--- src/rtl/selector_sequencer.sv ---
// Sequencer that runs a latched list of 2-bit selector ops, one per clock, and collects Q/NQ per step.
// Optional SELSEQ_PARITY_EN adds a registered parity output over the collected result.
module selector_cell (
    input  logic [1:0] sel,
    input  logic       a,
    input  logic       b,
    output logic       q,
    output logic       nq
);
    always_comb begin
        q = 1'b0;
        unique case (sel)
            2'b00: q = a;
            2'b01: q = b;
            2'b10: q = a & b;
            2'b11: q = a | b;
        endcase
    end

    assign nq = ~q;
endmodule

module selector_sequencer #(
    parameter int STEPS = 4,
    parameter int CW    = 4
) (
    input  logic               clk,
    input  logic               rst,
    input  logic               start,
    input  logic               abort,
    input  logic [CW-1:0]      len,
    input  logic [2*STEPS-1:0] op_seq,
    input  logic [STEPS-1:0]   a_vec,
    input  logic [STEPS-1:0]   b_vec,
    output logic               busy,
    output logic               done,
    output logic [1:0]         sel_o,
    output logic               q_o,
    output logic [STEPS-1:0]   result,
    output logic [STEPS-1:0]   nresult
`ifdef SELSEQ_PARITY_EN
    ,
    output logic               parity
`endif
);
    localparam int SW = (STEPS > 1) ? $clog2(STEPS) : 1;
    localparam logic [CW-1:0] STEPS_C = CW'(STEPS);

    localparam logic [1:0] S_IDLE = 2'd0;
    localparam logic [1:0] S_RUN  = 2'd1;
    localparam logic [1:0] S_DONE = 2'd2;

    logic [1:0]             state;
    logic [SW-1:0]          step;
    logic [SW-1:0]          last;
    logic [STEPS-1:0][1:0]  op_q;
    logic [STEPS-1:0]       a_q;
    logic [STEPS-1:0]       b_q;
    logic [STEPS-1:0]       q_all;
    logic [STEPS-1:0]       nq_all;
    logic [STEPS-1:0]       res_nxt;
    logic [STEPS-1:0]       nres_nxt;
    logic [CW-1:0]          len_eff;
    logic                   run;
    logic [1:0]             sel_cur;
    logic                   q_cur;

    // One selector per step slot; the active slot is picked by the step index.
    for (genvar gi = 0; gi < STEPS; gi++) begin : g_cell
        selector_cell u_cell (
            .sel (op_q[gi]),
            .a   (a_q[gi]),
            .b   (b_q[gi]),
            .q   (q_all[gi]),
            .nq  (nq_all[gi])
        );
    end

    always_comb begin
        len_eff = len;
        if (len == '0)
            len_eff = CW'(1);
        else if (len > STEPS_C)
            len_eff = STEPS_C;
    end

    assign run     = (state == S_RUN);
    assign sel_cur = op_q[step];
    assign q_cur   = q_all[step];

    assign busy  = run;
    assign done  = (state == S_DONE);
    assign sel_o = run ? sel_cur : 2'b00;
    assign q_o   = run & q_cur;

    always_comb begin
        res_nxt        = result;
        nres_nxt       = nresult;
        res_nxt[step]  = q_cur;
        nres_nxt[step] = nq_all[step];
    end

    always_ff @(posedge clk) begin
        if (rst) begin
            state   <= S_IDLE;
            step    <= '0;
            last    <= '0;
            op_q    <= '0;
            a_q     <= '0;
            b_q     <= '0;
            result  <= '0;
            nresult <= '0;
`ifdef SELSEQ_PARITY_EN
            parity  <= 1'b0;
`endif
        end else begin
            unique case (state)
                S_IDLE: begin
                    // start takes priority over abort here; abort only matters in RUN
                    if (start) begin
                        op_q    <= op_seq;
                        a_q     <= a_vec;
                        b_q     <= b_vec;
                        last    <= SW'(len_eff - CW'(1));
                        step    <= '0;
                        result  <= '0;
                        nresult <= '0;
`ifdef SELSEQ_PARITY_EN
                        parity  <= 1'b0;
`endif
                        state   <= S_RUN;
                    end
                end
                S_RUN: begin
                    if (abort) begin
                        // the step in flight is dropped; already written bits stay
                        state <= S_IDLE;
                        step  <= '0;
                    end else begin
                        result  <= res_nxt;
                        nresult <= nres_nxt;
                        if (step == last) begin
                            state <= S_DONE;
                            step  <= '0;
`ifdef SELSEQ_PARITY_EN
                            parity <= ^res_nxt;
`endif
                        end else begin
                            step <= step + SW'(1);
                        end
                    end
                end
                S_DONE: state <= S_IDLE;
                default: begin
                    state <= S_IDLE;
                    step  <= '0;
                end
            endcase
        end
    end
endmodule

--- config.mk ---
export PLATFORM = sky130hd
export DESIGN_NAME = selector_sequencer
export DESIGN_NICKNAME = d
export VERILOG_FILES = /design/src/rtl/selector_sequencer.sv
export SDC_FILE = /design/constraint.sdc
export NUM_CORES = 1
export LEC_CHECK = 0
export CAP_MARGIN = 20
export CORE_MARGIN = 3
export CORE_UTILIZATION = 40
export CTS_CLUSTER_DIAMETER = 120
export DETAILED_ROUTE_END_ITERATION = 16
export GPL_ROUTABILITY_DRIVEN = 0
export GPL_TIMING_DRIVEN = 0
export PLACE_DENSITY = 0.78
export RECOVER_POWER = 50
export SLEW_MARGIN = 30
export SYNTH_ARGS = -nofsm -noshare
export SYNTH_HDL_FRONTEND = slang
export SYNTH_SLANG_ARGS = --single-unit
--- constraint.sdc ---
create_clock -name clk -period 1.3 [get_ports clk]
set_input_delay 0.13 -clock clk [delete_from_list [all_inputs] [get_ports clk]]
set_output_delay 0.13 -clock clk [all_outputs]
set_load 0.05 [all_outputs]
==> results of run 1 <==
==> metal layers <==
metal	track usage, %	routed length, um	share of wire [%]	vias up
met3	4.62	141	4.0	10
li1	-	-	-	689
met4	11.1	92	2.6	0
met2	30.0	1820	51	36
met1	18.1	1500	42	632
met5	0	0	0	-
==> kinds of logic after synthesis <==
| kind of cell | after synthesis |
|---|---|
| AO/OA/AOI/OAI | 43 |
| flip-flops | 30 |
| AND/OR/NAND/NOR | 72 |
| multiplexers | 3 |
| adder cells (fa/ha/maj) | 4 |
| XOR/XNOR | 4 |
| buffers and inverters | 14 |
==> flip-flops by register name, indices dropped and copies added, names as in the netlist <==
name     count
state        2
last         2
nresult      4
op_q         8
b_q          4
a_q          4
result       4
step         2
==> Yosys cell counts, types with 3 or more instances <==
master / instances / area share, %
sky130_fd_sc_hd__nand2_1: 45 / 12
sky130_fd_sc_hd__dfxtp_1: 30 / 42
sky130_fd_sc_hd__a21oi_1: 23 / 8.1
sky130_fd_sc_hd__nor2_1: 12 / 3.2
sky130_fd_sc_hd__a211oi_1: 5 / 2.6
sky130_fd_sc_hd__a32o_1: 4 / 2.8
sky130_fd_sc_hd__and3_1: 4 / 1.8
sky130_fd_sc_hd__ha_1: 4 / 3.5
sky130_fd_sc_hd__inv_1: 4 / 1.1
sky130_fd_sc_hd__o2bb2ai_1: 4 / 2.5
sky130_fd_sc_hd__xnor2_1: 4 / 2.5
sky130_fd_sc_hd__buf_2: 3 / 1.1
sky130_fd_sc_hd__clkbuf_1: 3 / 0.79
sky130_fd_sc_hd__nand2b_1: 3 / 1.3
==> what timing repair did <==
item / in CTS / in global routing
endpoints found under the setup margin: 34 / 29
hold buffers: 0 / 0
cloned: 0 / 0
buffers inserted: 12 / 4
pin swaps: 8 / 8
resized for setup: 87 / 25
==> stage by stage <==
| step | utilization [%] | instances | setup slack [ns] | setup TNS (ns) | hold WS [ns] |
|---|---|---|---|---|---|
| 2_1_floorplan | - | 170 | -0.185 | -0.515 | 0.266 |
| 6_report | 68.3 | 269 | -0.566 | -4.55 | 0.296 |
| 5_1_grt | 68.3 | 269 | -0.640 | -6.41 | 0.321 |
| 3_3_place_gp | 57.7 | 249 | -0.988 | -6.77 | 0.447 |
| 4_1_cts | 65.3 | 268 | -0.614 | -4.66 | 0.220 |
| 3_5_place_dp | 57.7 | 249 | -0.988 | -7.35 | 0.449 |
==> final cells by class <==
class / instances / area (um^2) / share of cell area (%)
repair buffers: 49 / 505 / 23.1
multi-input cells: 126 / 887 / 40.6
inverters: 5 / 23.8 / 1.09
plain buffers: 8 / 60.1 / 2.75
flip-flops and latches: 30 / 611 / 27.9
well taps: 44 / 55.1 / 2.52
clock buffers: 7 / 45.0 / 2.06
==> path summary, 6_finish.rpt <==
path,end,cells after the start,slack [ns]
worst min register to register,b_q[1],2,0.46
worst max register to register,result[0],10,-0.36
worst min-delay path,last[1],2,0.30
worst max-delay path,q_o,7,-0.57
==> worst reg2reg max path, stage by stage (launching register included) <==
cell and delay (ns):
sky130_fd_sc_hd__dfxtp_2 0.34, sky130_fd_sc_hd__buf_6 0.12, sky130_fd_sc_hd__buf_4 0.13, sky130_fd_sc_hd__buf_6 0.11, sky130_fd_sc_hd__inv_4 0.05, sky130_fd_sc_hd__buf_6 0.11
sky130_fd_sc_hd__ha_4 0.15, sky130_fd_sc_hd__nand2_1 0.09, sky130_fd_sc_hd__a21oi_2 0.16, sky130_fd_sc_hd__nor2_1 0.08, sky130_fd_sc_hd__a32o_1 0.22
==> power by group <==
group | internal (mW) | total, mW | leakage [nW] | switching [mW]
logic | 0.194 | 0.383 | 0.544 | 0.189
registers | 0.962 | 1.01 | 0.248 | 0.0460
clock network | 0.203 | 0.506 | 0.0254 | 0.302
==> out/qor_table.md, run 1 <==
| Group | Quantity | Value |
| --- | --- | --- |
| status | Run status | complete, but fails checks |
| status | Violated checks | negative setup slack |
| yosys | Netlist area before placement | 1420 um^2 |
| floorplanning | Horizontal extent of the die | 65.6 um |
| clock tree | H-tree lvl count | 2 |
| clock tree | Number of buffers created by CTS | 5 |
| yosys | Post-Synthesis Cells | 170 |
| yosys | Multiplexer fraction of the synthesized cell area | 4.41% |
| hold path | Class of the worst hold path | input pin to register |
| critical path | Worst setup path start | step[0] |
| finish | Nets | 253 |
| timing | Final critical-path setup slack | -0.566 ns |
| placed design | DP Wirelength | 2340 um |
| finish | Fill cell instance count of the final layout | 292 |
| yosys | Net count after synthesis | 198 |
| power and ir drop | Leakage Power | 0.818 nW |
| critical path | Crit end category | output pin |
| critical path | Critical Path Source Type | register |
| detailed routing | DR vias/cell | 5.08 |
| finish | Diode insertion count for antenna repair | 0 |
| finish | Finished Cell Area | 2190 um^2 |
| detailed routing | Per-cell routed wire length | 13.2 um |
| critical path | Required @ worst endpoint | 1.17 ns |
| global route | Global-route congestion overflow total | 0 |
| global route | Largest net degree at the start of global routing | 11 |
| clock tree | CTS tree | built |
| detailed routing | Detailed Routing Iterations Pass 1 | 4 |
| critical path | Data arrival at the endpoint of the critical path | 1.74 ns |
| global route | Vias in the first global route | 1326 |
| clock tree | Maximum count of clock buffers along a single path | 2 |
| timing | Fin crit share | 144% |
| global route | Number of antenna violations at the first check in global routing | 0 |
| yosys | Proportion of synthesized flip-flops having asynchronous set or reset | 0% |
| detailed routing | DR DRC count | 0 |
| timing | Achievable clock frequency | 536 MHz |
| placed design | Count of port buffers added during placement | 35 |
| critical path | Maximum single-stage delay on the critical path | 0.35 ns |
| critical path | Slowest cell on crit path | sky130_fd_sc_hd__dfxtp_2 |
| yosys | Post-synthesis cell type count | 31 |
| clock tree | Insertion delay to the later sink of the worst-skew pair | 0.34 ns |
| finish | Leading cell type in the layout, fill and taps excluded | sky130_fd_sc_hd__nand2_1 |
| yosys | Count of warnings emitted by yosys | 0 |
| floorplanning | Starting density of the core | 44.3% |
| floorplanning | Row Count | 20 |
| timing | Number of endpoints with negative hold slack in the final report | 0 |
| yosys | Count of flip-flops with a built-in enable after synthesis | 0 |
| hold path | HP Start | rst |
| floorplanning | Placeable Area | 3200 um^2 |
| timing | Clock skew after layout | 0.00719 ns |
| floorplanning | Die span in y | 65.6 um |
| power and ir drop | Maximum VDD drop | 0.000678 V |
| critical path | Cell type group with the largest total delay on the critical path | simple AND/OR/NAND/NOR gates |
| timing | Remaining max-slew budget at the tightest pin | 67.9% |
| critical path | CP bufs+invs | 2 |
| timing | Pin slew with the least headroom to its limit | 0.482 ns |
| yosys | Post-synthesis xor/xnor area fraction | 2.47% |
| yosys | Part of the Yosys area used for sequential elements | 42.3% |
| critical path | Reg-to-reg startpoint | step[0] |
| detailed routing | Violation count after the first detailed-route iteration | 58 |
| yosys | Synth Area in Compound Gates | 19.8% |
| floorplanning | Number of I/O pins | 37 |
| floorplanning | Total die area | 4300 um^2 |
| timing | Setup violations, final | 24 |
| finish | Most frequent cells in the layout | 44 x sky130_fd_sc_hd__nand2_1, 24 x sky130_fd_sc_hd__dfxtp_1, 22 x sky130_fd_sc_hd__clkdlybuf4s50_1 |
| timing | Final critical delay including setup and external delays | 1.87 ns |
| power and ir drop | P per Cell Area | 867 nW/um^2 |
| detailed routing | Final wirelength | 3560 um |
| clock tree | Clock Tree Root | sky130_fd_sc_hd__clkbuf_4 |
| clock tree | Number of sinks on the clock net | 30 |
| detailed routing | Total number of vias | 1367 |
| critical path | Maximum fanout along the worst path | 5 |
| power and ir drop | Total power after layout | 1.90 mW |
| timing | Unrepaired setup endpoints after global routing | yes |
| critical path | Setup CP Type | register to output pin |
| yosys | Synthesized-area fraction occupied by adder cells | 3.53% |
| global route | Total GRT Usage | 17.2% |
| yosys | Simple-Gate Fraction of Synth Area | 22.2% |
| critical path | CP Cell Sequence | buf_6 > nand2b_4 > a211oi_2 > nor4_1 > o21a_1 > and2_4 > buf_8 |
| yosys | Average instance area after synthesis | 8.35 um^2 |
| finish | Syn-to-layout area delta | 54.1% |
| flow run | Max-capacitance violation count | 0 |
| detailed routing | Count of antenna-violating nets left after detailed routing | 0 |
| yosys | Main combinational cell family by area after synthesis | simple AND/OR/NAND/NOR gates |
| placed design | Placement-stage cell area | 1850 um^2 |
| yosys | Flop and latch count out of synthesis | 30 |
| global route | First-pass GRT wire length | 5590 um |
| finish | Fraction of layout instances using a drive strength above 1 | 32.9% |
| yosys | Top FF cell, synth | sky130_fd_sc_hd__dfxtp_1 |
| clock tree | Reg clk slew, reported paths | 0.09 ns |
| timing | Max Transition Viols Final | 0 |
(Power assumes the default switching activity.)
==> inputs of run 2 (changes only) <==
Settings changed: CTS_CLUSTER_DIAMETER 120 to unset.
==> results of run 2 <==
No change in the layout: final DEF, timing and power equal those of run 1.
